<file path="src/rtl/major_cycle_sequencer.sv">
// rtl/major_cycle_sequencer.sv - FETCH/DEFER/EXEC major-cycle sequencer
//
// Steps the memory-reference datapath through FETCH, DEFER and EXEC.
// Every state is made of two-clock steps: a ck clock, then a stb clock.
// All outputs come straight from flops. Each one is loaded with the value
// that belongs to the state being entered on that edge.
//
// Ports:
//   clk, rst_n          clock; synchronous active-low reset
//   run_req             one-clock start pulse, honoured only in HALT
//   halt_req, sstep     instruction-boundary halt controls (levels)
//   ramd[11:0]          RAM read data; decoded on the FETCH stb clock
//   done                end of instruction from the decoder, EXEC only
//   running             high outside HALT
//   ck[5:0], stb[5:0]   EXEC step clock phases and strobes
//   inst_is_dir/ind/ppind  addressing-mode flags
//   fetch_*             FETCH datapath controls
//   defer_*             DEFER datapath controls
//   exec_err            sticky EXEC timeout flag

module major_cycle_sequencer #(
  parameter int MAX_STEPS = 6
) (
  input  logic        clk,
  input  logic        rst_n,
  input  logic        run_req,
  input  logic        halt_req,
  input  logic        sstep,
  input  logic [11:0] ramd,
  input  logic        done,
  output logic        running,
  output logic [5:0]  ck,
  output logic [5:0]  stb,
  output logic        inst_is_dir,
  output logic        inst_is_ind,
  output logic        inst_is_ppind,
  output logic        fetch_pc2rama,
  output logic        fetch_ram_oe,
  output logic        fetch_ir_ck,
  output logic        fetch_pc_ck,
  output logic        defer_ir2rama,
  output logic        defer_ram_oe,
  output logic        defer_ld2inc,
  output logic        defer_inc2ramd,
  output logic        defer_ram_we,
  output logic        defer_ind_ck,
  output logic        exec_err
);

  typedef enum logic [1:0] {
    ST_HALT  = 2'd0,
    ST_FETCH = 2'd1,
    ST_DEFER = 2'd2,
    ST_EXEC  = 2'd3
  } state_e;

  localparam logic [2:0] LAST_STEP = 3'(MAX_STEPS);

  // Sequencing state
  state_e     state_q, state_d;
  logic [2:0] step_q, step_d;
  logic       half_q, half_d;      // 0 = ck clock, 1 = stb clock of the step

  // Mode flags and sticky error
  logic dir_q, dir_d;
  logic ind_q, ind_d;
  logic ppind_q, ppind_d;
  logic err_q, err_d;

  // Registered outputs
  logic       running_q, running_d;
  logic [5:0] ck_q, ck_d;
  logic [5:0] stb_q, stb_d;
  logic       f_pc2rama_q, f_pc2rama_d;
  logic       f_ram_oe_q, f_ram_oe_d;
  logic       f_ir_ck_q, f_ir_ck_d;
  logic       f_pc_ck_q, f_pc_ck_d;
  logic       d_ir2rama_q, d_ir2rama_d;
  logic       d_ram_oe_q, d_ram_oe_d;
  logic       d_ld2inc_q, d_ld2inc_d;
  logic       d_inc2ramd_q, d_inc2ramd_d;
  logic       d_ram_we_q, d_ram_we_d;
  logic       d_ind_ck_q, d_ind_ck_d;

  // Instruction decode of the word on ramd
  logic dec_dir, dec_ind, dec_ppind;
  logic autoindex;

  // Autoindex locations are page-zero 0010..0017.
  assign autoindex = !ramd[7] && (ramd[6:0] >= 7'o10) && (ramd[6:0] <= 7'o17);

  always_comb begin
    dec_dir   = 1'b0;
    dec_ind   = 1'b0;
    dec_ppind = 1'b0;
    if (ramd[11:9] < 3'd6) begin
      if (!ramd[8]) begin
        dec_dir = 1'b1;
      end else if (autoindex) begin
        dec_ppind = 1'b1;
      end else begin
        dec_ind = 1'b1;
      end
    end
  end

  // Next-state logic
  logic exec_exit;
  logic exec_timeout;
  logic go_halt;

  // An EXEC exit is either done or the stb clock of the last allowed step.
  assign exec_timeout = half_q && (step_q == LAST_STEP) && !done;
  assign exec_exit    = done || exec_timeout;
  assign go_halt      = halt_req || (sstep && !run_req);

  always_comb begin
    state_d = state_q;
    step_d  = step_q;
    half_d  = half_q;
    dir_d   = dir_q;
    ind_d   = ind_q;
    ppind_d = ppind_q;
    err_d   = err_q;

    case (state_q)
      ST_HALT: begin
        step_d = 3'd0;
        half_d = 1'b0;
        if (run_req) begin
          state_d = ST_FETCH;
          step_d  = 3'd1;
        end
      end

      ST_FETCH: begin
        if (!half_q) begin
          half_d = 1'b1;
        end else begin
          dir_d   = dec_dir;
          ind_d   = dec_ind;
          ppind_d = dec_ppind;
          step_d  = 3'd1;
          half_d  = 1'b0;
          state_d = (dec_ind || dec_ppind) ? ST_DEFER : ST_EXEC;
        end
      end

      ST_DEFER: begin
        if (!half_q) begin
          half_d = 1'b1;
        end else if ((step_q == 3'd1) && ppind_q) begin
          // Autoindex needs the extra read-increment-write step.
          step_d = 3'd2;
          half_d = 1'b0;
        end else begin
          state_d = ST_EXEC;
          step_d  = 3'd1;
          half_d  = 1'b0;
        end
      end

      ST_EXEC: begin
        if (exec_exit) begin
          if (exec_timeout) begin
            err_d = 1'b1;
          end
          half_d = 1'b0;
          if (go_halt) begin
            state_d = ST_HALT;
            step_d  = 3'd0;
          end else begin
            state_d = ST_FETCH;
            step_d  = 3'd1;
          end
        end else if (!half_q) begin
          half_d = 1'b1;
        end else begin
          step_d = step_q + 3'd1;
          half_d = 1'b0;
        end
      end

      default: begin
        state_d = ST_HALT;
        step_d  = 3'd0;
        half_d  = 1'b0;
      end
    endcase
  end

  // Output values for the state being entered. Registering these keeps
  // every output glitch-free and aligned with the state it belongs to.
  always_comb begin
    running_d    = (state_d != ST_HALT);
    ck_d         = 6'd0;
    stb_d        = 6'd0;
    f_pc2rama_d  = 1'b0;
    f_ram_oe_d   = 1'b0;
    f_ir_ck_d    = 1'b0;
    f_pc_ck_d    = 1'b0;
    d_ir2rama_d  = 1'b0;
    d_ram_oe_d   = 1'b0;
    d_ld2inc_d   = 1'b0;
    d_inc2ramd_d = 1'b0;
    d_ram_we_d   = 1'b0;
    d_ind_ck_d   = 1'b0;

    case (state_d)
      ST_FETCH: begin
        f_pc2rama_d = 1'b1;
        f_ram_oe_d  = 1'b1;
        f_ir_ck_d   = half_d;
        f_pc_ck_d   = half_d;
      end

      ST_DEFER: begin
        d_ir2rama_d = 1'b1;
        if (step_d == 3'd1) begin
          d_ram_oe_d = 1'b1;
          d_ind_ck_d = half_d && ind_d;
          d_ld2inc_d = half_d && ppind_d;
        end else begin
          d_inc2ramd_d = 1'b1;
          d_ram_we_d   = half_d;
          d_ind_ck_d   = half_d;
        end
      end

      ST_EXEC: begin
        for (int i = 0; i < 6; i++) begin
          if (step_d == 3'(i + 1)) begin
            ck_d[i]  = 1'b1;
            stb_d[i] = half_d;
          end
        end
      end

      default: begin
        running_d = 1'b0;
      end
    endcase
  end

  always_ff @(posedge clk) begin
    if (!rst_n) begin
      state_q      <= ST_HALT;
      step_q       <= 3'd0;
      half_q       <= 1'b0;
      dir_q        <= 1'b0;
      ind_q        <= 1'b0;
      ppind_q      <= 1'b0;
      err_q        <= 1'b0;
      running_q    <= 1'b0;
      ck_q         <= 6'd0;
      stb_q        <= 6'd0;
      f_pc2rama_q  <= 1'b0;
      f_ram_oe_q   <= 1'b0;
      f_ir_ck_q    <= 1'b0;
      f_pc_ck_q    <= 1'b0;
      d_ir2rama_q  <= 1'b0;
      d_ram_oe_q   <= 1'b0;
      d_ld2inc_q   <= 1'b0;
      d_inc2ramd_q <= 1'b0;
      d_ram_we_q   <= 1'b0;
      d_ind_ck_q   <= 1'b0;
    end else begin
      state_q      <= state_d;
      step_q       <= step_d;
      half_q       <= half_d;
      dir_q        <= dir_d;
      ind_q        <= ind_d;
      ppind_q      <= ppind_d;
      err_q        <= err_d;
      running_q    <= running_d;
      ck_q         <= ck_d;
      stb_q        <= stb_d;
      f_pc2rama_q  <= f_pc2rama_d;
      f_ram_oe_q   <= f_ram_oe_d;
      f_ir_ck_q    <= f_ir_ck_d;
      f_pc_ck_q    <= f_pc_ck_d;
      d_ir2rama_q  <= d_ir2rama_d;
      d_ram_oe_q   <= d_ram_oe_d;
      d_ld2inc_q   <= d_ld2inc_d;
      d_inc2ramd_q <= d_inc2ramd_d;
      d_ram_we_q   <= d_ram_we_d;
      d_ind_ck_q   <= d_ind_ck_d;
    end
  end

  assign running        = running_q;
  assign ck             = ck_q;
  assign stb            = stb_q;
  assign inst_is_dir    = dir_q;
  assign inst_is_ind    = ind_q;
  assign inst_is_ppind  = ppind_q;
  assign fetch_pc2rama  = f_pc2rama_q;
  assign fetch_ram_oe   = f_ram_oe_q;
  assign fetch_ir_ck    = f_ir_ck_q;
  assign fetch_pc_ck    = f_pc_ck_q;
  assign defer_ir2rama  = d_ir2rama_q;
  assign defer_ram_oe   = d_ram_oe_q;
  assign defer_ld2inc   = d_ld2inc_q;
  assign defer_inc2ramd = d_inc2ramd_q;
  assign defer_ram_we   = d_ram_we_q;
  assign defer_ind_ck   = d_ind_ck_q;
  assign exec_err       = err_q;

endmodule

</file>
<file path="config.mk">
export PLATFORM = sky130hd
export DESIGN_NAME = major_cycle_sequencer
export DESIGN_NICKNAME = d
export VERILOG_FILES = /design/src/rtl/major_cycle_sequencer.sv
export SDC_FILE = /design/constraint.sdc
export NUM_CORES = 1
export LEC_CHECK = 0
export ABC_AREA = 1
export CAP_MARGIN = 20
export CORE_MARGIN = 10
export CORE_UTILIZATION = 40
export DETAILED_ROUTE_END_ITERATION = 12
export GPL_TIMING_DRIVEN = 0
export PLACE_DENSITY_LB_ADDON = 0.25
export SLEW_MARGIN = 15
export SYNTH_ARGS = -nofsm -noshare
export SYNTH_HDL_FRONTEND = slang
export SYNTH_SLANG_ARGS = --single-unit
</file>
<file path="constraint.sdc">
create_clock -name clk -period 1.54 [get_ports clk]
set_input_delay 0.231 -clock clk [delete_from_list [all_inputs] [get_ports clk]]
set_output_delay 0.231 -clock clk [all_outputs]
set_load 0.05 [all_outputs]
</file>
==> run metrics, run 1 <==
area of all placed cells without fillers 2410 µm²; final number of max-transition violations 0; number of inserted diodes 0; Max rail drop VDD 0.527 mV; Setup WS post-layout -115 ps; mapped cell area 1380 µm²; average wire length per cell after detail routing 14.3 µm; cell depth of the worst min-delay path 2; Internal 1.16 mW; endpoint class of the critical path flip-flop; total of max-cap violations 0; number of core rows 21; Synth Register Bits 31; violated checks negative setup slack; outcome complete, but fails checks; area of the die 6200 µm²; vertical die dimension 78.7 µm; total clock buffers created by CTS 5; via-per-instance ratio 4.61; Port Buf Inserts 40; gr usage total 12.8%; total of fill cells in the finished design 246; Setup violations, final 19; period utilization 107%; post-route DRC violation count 0; final period demand of the worst path 1660 ps; unique cell type count in the Yosys netlist 21; maximum number of pins on one net before global-route repair 11; Clock H-tree levels 2; CTS clk-pin slew, worst paths 100 ps; register-to-register path setup slack -120 ps; number of global-route vias before repair 1448; final WL 4400 µm; DR iter-0 viols 62; placer congestion estimate 0.913; clock root buffer master sky130_fd_sc_hd__clkbuf_4; Hold EP exec_err; CTS Buffer Depth 2; overall power 1.70 mW; Sequential Power Share 49.0%; Detailed Place HPWL 2570 µm; worst flop-to-flop path endpoint defer_ind_ck; R2R Path Start state_q[0]; post-synthesis sequential area ratio 45.0%; Post-Syn Nets 212; Comb power frac 24.6%; Clock Latency Late Sink 330 ps; number of clock sinks seen by CTS 31; final core area utilization 72.2%; detailed-router iteration count before antenna repair 5; grt total ovfl 0; startpoint class of the critical path flip-flop; Setup Slack @ Placement -326 ps; starting density of the core 41.4%; wire length of the first global-routing pass 6510 µm; maximum frequency from static timing analysis 604 MHz; number of nets in the layout 286; switching power 0.545 mW; Critical Path RT 1790 ps; total number of vias 1415; mean area per synthesized cell 7.42 µm²; origin of the worst min-delay path exec_err; Fin Clk Skew 8.13 ps; worst-case headroom to the max-slew limit 64.5%; Core Region 3340 µm²; clock tree from TritonCTS built; Worst Setup Path Type flip-flop to flip-flop; Final Hold Vio Count 0; initial antenna violation count 0; data arrival time of the critical path 1900 ps; # IOs 45; min-delay worst type flip-flop to flip-flop; post-detailed-route count of antenna-violating nets 0; LEAKAGE 1.19 nW; Pwr per Cell Area 707 nW/µm²; Synthesis Warnings 0; relative contribution of the clock network to total power 26.4%; Placed Instance Area 1840 µm²; synthesized instance count 186; share of layout cells above drive strength 1 45.6%; Register-to-Register Path Depth 12; actual slew at the worst max-slew pin 535 ps; final worst hold slack 501 ps; switching power as a share of total power 32.0%; RSZ-0062 raised after global routing yes; layout overhead on the synthesized area 74.5%; Max Fanout on Critical Path 5; Chip Width 78.7 µm
synthesized netlist by cell type:
cell,count,area share [%]
sky130_fd_sc_hd__o21bai_1,1,0.54
sky130_fd_sc_hd__dfxtp_1,31,45
sky130_fd_sc_hd__a21oi_2,1,0.63
sky130_fd_sc_hd__nand2_4,1,0.82
sky130_fd_sc_hd__ha_1,8,7.3
sky130_fd_sc_hd__inv_1,27,7.3
sky130_fd_sc_hd__a21oi_1,1,0.36
sky130_fd_sc_hd__a22oi_1,1,0.54
sky130_fd_sc_hd__inv_2,2,0.54
sky130_fd_sc_hd__nand2_2,6,2.7
sky130_fd_sc_hd__nand3b_1,1,0.54
sky130_fd_sc_hd__nor2_4,1,0.82
sky130_fd_sc_hd__buf_4,2,1.1
sky130_fd_sc_hd__nor3_1,10,3.6
sky130_fd_sc_hd__o21ai_0,4,1.5
sky130_fd_sc_hd__nor3_2,1,0.73
sky130_fd_sc_hd__nor2_1,34,9.2
sky130_fd_sc_hd__nand3_1,13,4.7
sky130_fd_sc_hd__nor2_2,2,0.91
sky130_fd_sc_hd__nand2_1,38,10
sky130_fd_sc_hd__buf_6,1,0.82
metrics by stage:
step | std cells | TNS, ps
finish | 307 | -990
global route | 307 | -2520
CTS | 300 | -93.4
detailed placement | 272 | -5180
global placement | 272 | -4790
floorplan | 186 | 0
state kept, by name, indices dropped and copies added (netlist names):
register	cells
fetch_ram_oe	1
defer_inc2ramd	1
defer_ram_we	1
defer_ind_ck	1
inst_is_ppind	1
fetch_pc_ck	1
half_q	1
state_q	2
ck	6
exec_err	1
stb	6
defer_ir2rama	1
step_q	3
running	1
inst_is_dir	1
defer_ld2inc	1
inst_is_ind	1
defer_ram_oe	1
final cells by class:
type                    instances  area [µm²]  area share (%)
multi-input cells             123         928            38.5
flip-flops and latches         31         634            26.3
repair buffers                 67         578            24.0
inverters                      29         131            5.45
well taps                      46        57.6            2.39
clock buffers                   5        37.5            1.56
plain buffers                   3        26.3            1.09
clock inverters                 3        15.0           0.623
cells in the final DEF, fill, tap and decap left out, drive strengths merged:
master         instances
nand2                 45
nor2                  37
dfxtp                 31
buf                   30
inv                   29
dlygate4sd2           24
clkdlybuf4s50         13
nand3                 13
nor3                  11
ha                     8
clkbuf                 7
o21ai                  4
clkinv                 3
a21oi                  2
nand3b                 1
a22oi                  1
o21bai                 1
clkdlybuf4s15          1
power by group through the flow:
stage / Clock [mW] / Sequential (mW) / Combinational, mW
floorplan: 0 / 0.875 / 0.144
global placement: 0 / 0.847 / 0.265
detailed placement: 0 / 0.847 / 0.267
CTS: 0.455 / 0.831 / 0.359
global route: 0.496 / 0.836 / 0.453
finish: 0.450 / 0.834 / 0.420
routing by layer:
layer  part of all wire (%)  routed length (µm)  vias to the layer above  global-route usage [%]
li1                       -                   -                      720                       -
met1                     41                1800                      639                    13.6
met2                     50                2220                       47                    22.8
met3                    7.0                 306                        9                    4.95
met4                    1.7                  76                        0                    4.30
met5                      0                   0                        -                       0
logic make-up after synthesis:
kind of cell / share of synthesized area, %
AND/OR/NAND/NOR: 34.5
buffers and inverters: 9.79
flip-flops: 45.0
AO/OA/AOI/OAI: 3.54
adder cells (fa/ha/maj): 7.25
worst max path at each step:
stage	slack [ps]	endpoint	cells past startpoint	from
6_report	-120	defer_ind_ck	12	state_q[0]
5_1_grt	-180	defer_ind_ck	12	step_q[0]
4_1_cts	-30	defer_ld2inc	11	state_q[0]
3_5_place_dp	-330	defer_ind_ck	11	done
3_3_place_gp	-310	defer_ind_ck	11	done
2_1_floorplan	1	defer_ind_ck	12	step_q[0]
repair_timing:
action                     4_1_cts  5_1_grt
gates resized for setup         96       43
pin swaps                       23       25
hold buffers                     0        0
setup buffers                   20        7
gates cloned                     0        0
setup endpoints to repair       52       25
critical path, stage by stage (launching register included):
cell	delay (ps)
sky130_fd_sc_hd__dfxtp_4	390
sky130_fd_sc_hd__buf_6	130
sky130_fd_sc_hd__ha_4	180
sky130_fd_sc_hd__nand2_1	60
sky130_fd_sc_hd__nand2_1	50
sky130_fd_sc_hd__nand3_1	100
sky130_fd_sc_hd__nand2_2	80
sky130_fd_sc_hd__nand2_4	130
sky130_fd_sc_hd__nand2_4	70
sky130_fd_sc_hd__nor2_4	170
sky130_fd_sc_hd__inv_2	70
sky130_fd_sc_hd__nor2_4	110
sky130_fd_sc_hd__nor2_2	30
(Power assumes the default switching activity.)
==> run 2: changes to the inputs <==
Settings changed: CAP_MARGIN 20 to not set, PLACE_DENSITY set to 0.82, PLACE_DENSITY_LB_ADDON 0.25 to not set.
==> run metrics, run 2 (synthesis results as in run 1) <==
worst-case headroom to the max-slew limit 65.8%; top library cells by usage in the layout, fill and taps aside 27 x sky130_fd_sc_hd__nand2_1, 26 x sky130_fd_sc_hd__dfxtp_1, 25 x sky130_fd_sc_hd__nor2_1, 25 x sky130_fd_sc_hd__dlygate4sd2_1, 17 x sky130_fd_sc_hd__buf_4; total of fill cells in the finished design 235; gr usage total 13.1%; Clock H-tree levels 2; CTS Buffer Depth 2; vertical die dimension 78.7 µm; Port Buf Inserts 40; post-detailed-route count of antenna-violating nets 0; data arrival time of the critical path 1940 ps; violated checks negative setup slack; maximum number of pins on one net before global-route repair 9; final worst hold slack 475 ps; total area of sequential cells 637 µm²; final period demand of the worst path 1690 ps; min-delay worst type flip-flop to flip-flop; final WL 4530 µm; Setup violations, final 20; period utilization 110%; Pwr per Cell Area 703 nW/µm²; LEAKAGE 1.13 nW; number of global-route vias before repair 1398; initial antenna violation count 0; origin of the worst min-delay path exec_err; placer congestion estimate 0.856; Clock Latency Late Sink 340 ps; post-route DRC violation count 0; DR iter-0 viols 124; total of max-cap violations 0; total number of vias 1425; number of nets in the layout 280; Register-to-Register Path Depth 11; Setup WS post-layout -155 ps; Max rail drop VDD 0.617 mV; Chip Width 78.7 µm; number of clock sinks seen by CTS 31; CTS clk-pin slew, worst paths 90 ps; via-per-instance ratio 4.77; Final Hold Vio Count 0; number of hold buffers added after cts 0; Detailed Place HPWL 2530 µm; share of layout cells above drive strength 1 39.5%; Core Region 3340 µm²; detailed-router iteration count before antenna repair 4; total clock buffers created by CTS 5; multi-input gate area in the final layout 913 µm²; # IOs 45; outcome complete, but fails checks; final core area utilization 70.7%; Max Fanout on Critical Path 7; clock root buffer master sky130_fd_sc_hd__clkbuf_4; RSZ-0062 raised after global routing yes; starting density of the core 41.4%; Fin Clk Skew 10.9 ps; area of the die 6200 µm²; R2R Path Start half_q; actual slew at the worst max-slew pin 515 ps; endpoint class of the critical path flip-flop; layout overhead on the synthesized area 71.0%; clock tree from TritonCTS built; final number of max-transition violations 0; Worst setup startpoint half_q; maximum frequency from static timing analysis 590 MHz; wire length of the first global-routing pass 6510 µm; average wire length per cell after detail routing 15.2 µm; startpoint class of the critical path flip-flop; cell depth of the worst min-delay path 2; number of core rows 21; leading cell type in the layout, fill and taps excluded sky130_fd_sc_hd__nand2_1; grt total ovfl 0; Critical Path RT 1790 ps; Worst Setup Path Type flip-flop to flip-flop; number of inserted diodes 0
-- run 2: final timing paths --
check / slack [ps] / to
max: -150 / fetch_pc_ck
min: 480 / exec_err
max reg2reg: -150 / fetch_pc_ck
min reg2reg: 480 / exec_err
-- run 2: worst max-delay path, cell delays in order (launching register included) --
cell and delay (ps):
sky130_fd_sc_hd__dfxtp_2 340, sky130_fd_sc_hd__buf_6 130, sky130_fd_sc_hd__buf_12 130, sky130_fd_sc_hd__nand2_1 150
sky130_fd_sc_hd__nand2_2 80, sky130_fd_sc_hd__nand2_2 70, sky130_fd_sc_hd__nand2_1 50, sky130_fd_sc_hd__nand2_1 70
sky130_fd_sc_hd__nand2_2 100, sky130_fd_sc_hd__buf_4 150, sky130_fd_sc_hd__buf_4 130, sky130_fd_sc_hd__nor3_1 200
-- run 2: repair_timing --
action	4_1_cts	5_1_grt
pin swaps	16	19
endpoints found under the setup margin	52	26
resized for setup	83	42
buffers inserted	11	10
-- run 2: area by class of cell --
class	instances	share of cell area, %
Buffer	3	1.11
Clock buffer	6	1.75
Inverter	29	5.36
Multi-Input combinational cell	123	38.7
Sequential cell	31	27.0
Tap cell	46	2.44
Timing Repair Buffer	61	23.6
-- run 2: report_power, final --
part | switching [mW] | total [mW] | internal, mW
Clock | 0.255 | 0.417 | 0.162
Sequential | 0.0162 | 0.831 | 0.815
Combinational | 0.249 | 0.411 | 0.163
-- run 2: per-stage QoR --
step / total power, mW / worst slack [ps] / area, µm² / std cells / TNS, ps
floorplan: 1.02 / 1.37 / 1380 / 186 / 0
global placement: 1.11 / -292 / 1840 / 272 / -4330
detailed placement: 1.11 / -284 / 1840 / 272 / -4540
CTS: 1.58 / -64.3 / 2120 / 289 / -195
global route: 1.73 / -217 / 2360 / 299 / -3460
finish: 1.66 / -155 / 2360 / 299 / -1310
-- run 2: per-layer routing --
| layer | routed length, µm | GRT usage (%) |
|---|---|---|
| met5 | 0 | 0 |
| met1 | 1820 | 13.9 |
| met3 | 201 | 4.39 |
| met2 | 2380 | 22.5 |
| met4 | 133 | 6.81 |
==> run 3: changes to the inputs <==
Settings changed: CORE_UTILIZATION 40 to 41, PLACE_DENSITY 0.82 to 0.83, RECOVER_POWER set to 50.
==> run metrics, run 3 (synthesis results as in run 1) <==
Max Fanout on Critical Path 4; LEAKAGE 1.14 nW; multi-input gate area in the final layout 903 µm²; top library cells by usage in the layout, fill and taps aside 26 x sky130_fd_sc_hd__dfxtp_1, 25 x sky130_fd_sc_hd__nor2_1, 25 x sky130_fd_sc_hd__dlygate4sd2_1, 20 x sky130_fd_sc_hd__nand2_1; final core area utilization 70.7%; average wire length per cell after detail routing 14.8 µm; leading cell type in the layout, fill and taps excluded sky130_fd_sc_hd__dfxtp_1; min-delay worst type flip-flop to flip-flop; Chip Width 78.0 µm; Detailed Place HPWL 2520 µm; Setup Slack @ Placement -318 ps; Max rail drop VDD 0.695 mV; outcome complete, but fails checks; maximum frequency from static timing analysis 582 MHz; cell occurring most often along the worst timing path sky130_fd_sc_hd__nand2_2; initial antenna violation count 0; startpoint class of the critical path flip-flop; relative contribution of the clock network to total power 27.1%; Critical Path RT 1830 ps; RSZ-0062 raised after global routing yes; Clock H-tree levels 2; violated checks negative setup slack; Final Hold Vio Count 0; gr usage total 12.5%; Comb power frac 24.2%; CTS clk-pin slew, worst paths 100 ps; final WL 4440 µm; number of cells in the design after placement 272; Clock Latency Late Sink 340 ps; Pwr per Cell Area 737 nW/µm²; CTS Buffer Depth 2; endpoint class of the critical path flip-flop; Port Buf Inserts 40; total clock buffers created by CTS 5; # IOs 45; Setup Total Neg Slack -2210 ps; number of global-route vias before repair 1390; DR iter-0 viols 71; Setup violations, final 20; starting density of the core 42.0%; number of core rows 21; critical-path cell list buf_6 > ha_1 > nand3_1 > nand2_1 > nor2_1 > nand2_2 > buf_4 > nor3_2 > nand2_2 > nor2_2; area of the die 6090 µm²; number of inserted diodes 0; clock root buffer master sky130_fd_sc_hd__clkbuf_4; total of max-cap violations 0; Setup WS post-layout -177 ps; total number of vias 1420; largest stage delay on the critical path 350 ps; post-detailed-route count of antenna-violating nets 0; Core Region 3280 µm²; data arrival time of the critical path 2000 ps; grt total ovfl 0; number of hold buffers added after cts 0; clock tree from TritonCTS built; wire length of the first global-routing pass 6230 µm; register-to-register path setup slack -180 ps; slowest stage cell, crit path sky130_fd_sc_hd__dfxtp_2; period utilization 112%; switching power 0.549 mW; total area of sequential cells 632 µm²; via-per-instance ratio 4.75; detailed-router iteration count before antenna repair 4; post-route DRC violation count 0; Fin Clk Skew 8.37 ps; number of nets in the layout 278; Register-to-Register Path Depth 10; final number of max-transition violations 0; maximum number of pins on one net before global-route repair 11; total of fill cells in the finished design 237; final period demand of the worst path 1720 ps; share of layout cells above drive strength 1 41.1%; Sequential Power Share 48.6%; actual slew at the worst max-slew pin 509 ps; layout overhead on the synthesized area 68.4%; worst-case headroom to the max-slew limit 66.2%; switching power as a share of total power 32.0%; cell depth of the worst min-delay path 2; final worst hold slack 486 ps; non-filler instance count after layout 299; number of clock sinks seen by CTS 31; Internal 1.16 mW; Worst Setup Path Type flip-flop to flip-flop; placer congestion estimate 0.851; vertical die dimension 78.0 µm
run 3: cell types whose count changed in the layout (fill, tap and decap cells not counted), moves of 2 or more:
cell	before	now
sky130_fd_sc_hd__dfxtp_2	1	3
sky130_fd_sc_hd__nor2_2	4	6
sky130_fd_sc_hd__nand2_4	5	7
sky130_fd_sc_hd__nand2_1	27	20
sky130_fd_sc_hd__nand2_2	12	18
sky130_fd_sc_hd__inv_4	5	2
sky130_fd_sc_hd__inv_1	16	18
sky130_fd_sc_hd__dfxtp_4	4	2
sky130_fd_sc_hd__nor2_4	8	6
run 3: worst max-delay path: cells and delay by family (launching register included):
| kind | cells | cell delay (ps) |
|---|---|---|
| and+or+nand+nor | 7 | 820 |
| DFF | 1 | 350 |
| buffers and inverters | 2 | 290 |
| adders and majority gates | 1 | 210 |
run 3: cell type report:
| cell class | count | share of cell area [%] |
|---|---|---|
| multi-input combinational | 123 | 38.9 |
| sequential | 31 | 27.2 |
| timing repair buffer | 59 | 22.7 |
| inverter | 29 | 5.33 |
| tap | 46 | 2.48 |
| clock buffer | 6 | 1.78 |
| buffer | 3 | 1.13 |
| clock inverter | 2 | 0.539 |
run 3: stage by stage:
step | cell area (µm²) | total power [mW]
2_1_floorplan | 1380 | 1.02
3_3_place_gp | 1840 | 1.11
3_5_place_dp | 1840 | 1.11
4_1_cts | 2110 | 1.62
5_1_grt | 2320 | 1.78
6_report | 2320 | 1.71
run 3: per-layer routing:
layer | part of all wire (%) | GRT usage, % | vias to the layer above
li1 | - | - | 706
met1 | 38 | 12.8 | 657
met2 | 53 | 22.6 | 44
met3 | 6.1 | 5.13 | 13
met4 | 2.7 | 4.30 | 0
met5 | 0 | 0 | -
run 3: final timing paths:
path | from | endpoint
min | exec_err | exec_err
min reg2reg | exec_err | exec_err
max reg2reg | step_q[0] | stb[4]
max | step_q[0] | stb[4]
run 3: power by group through the flow:
stage          Combinational, mW  Sequential, mW  Clock, mW
3_3_place_gp               0.260           0.846          0
3_5_place_dp               0.266           0.847          0
4_1_cts                    0.331           0.830      0.464
6_report                   0.415           0.833      0.465
2_1_floorplan              0.144           0.875          0
5_1_grt                    0.444           0.836      0.502
run 3: repair_timing:
| item | 4_1_cts | 5_1_grt |
|---|---|---|
| pin swaps | 16 | 24 |
| setup buffers | 11 | 8 |
| resized for setup | 77 | 46 |
| endpoints found under the setup margin | 52 | 25 |
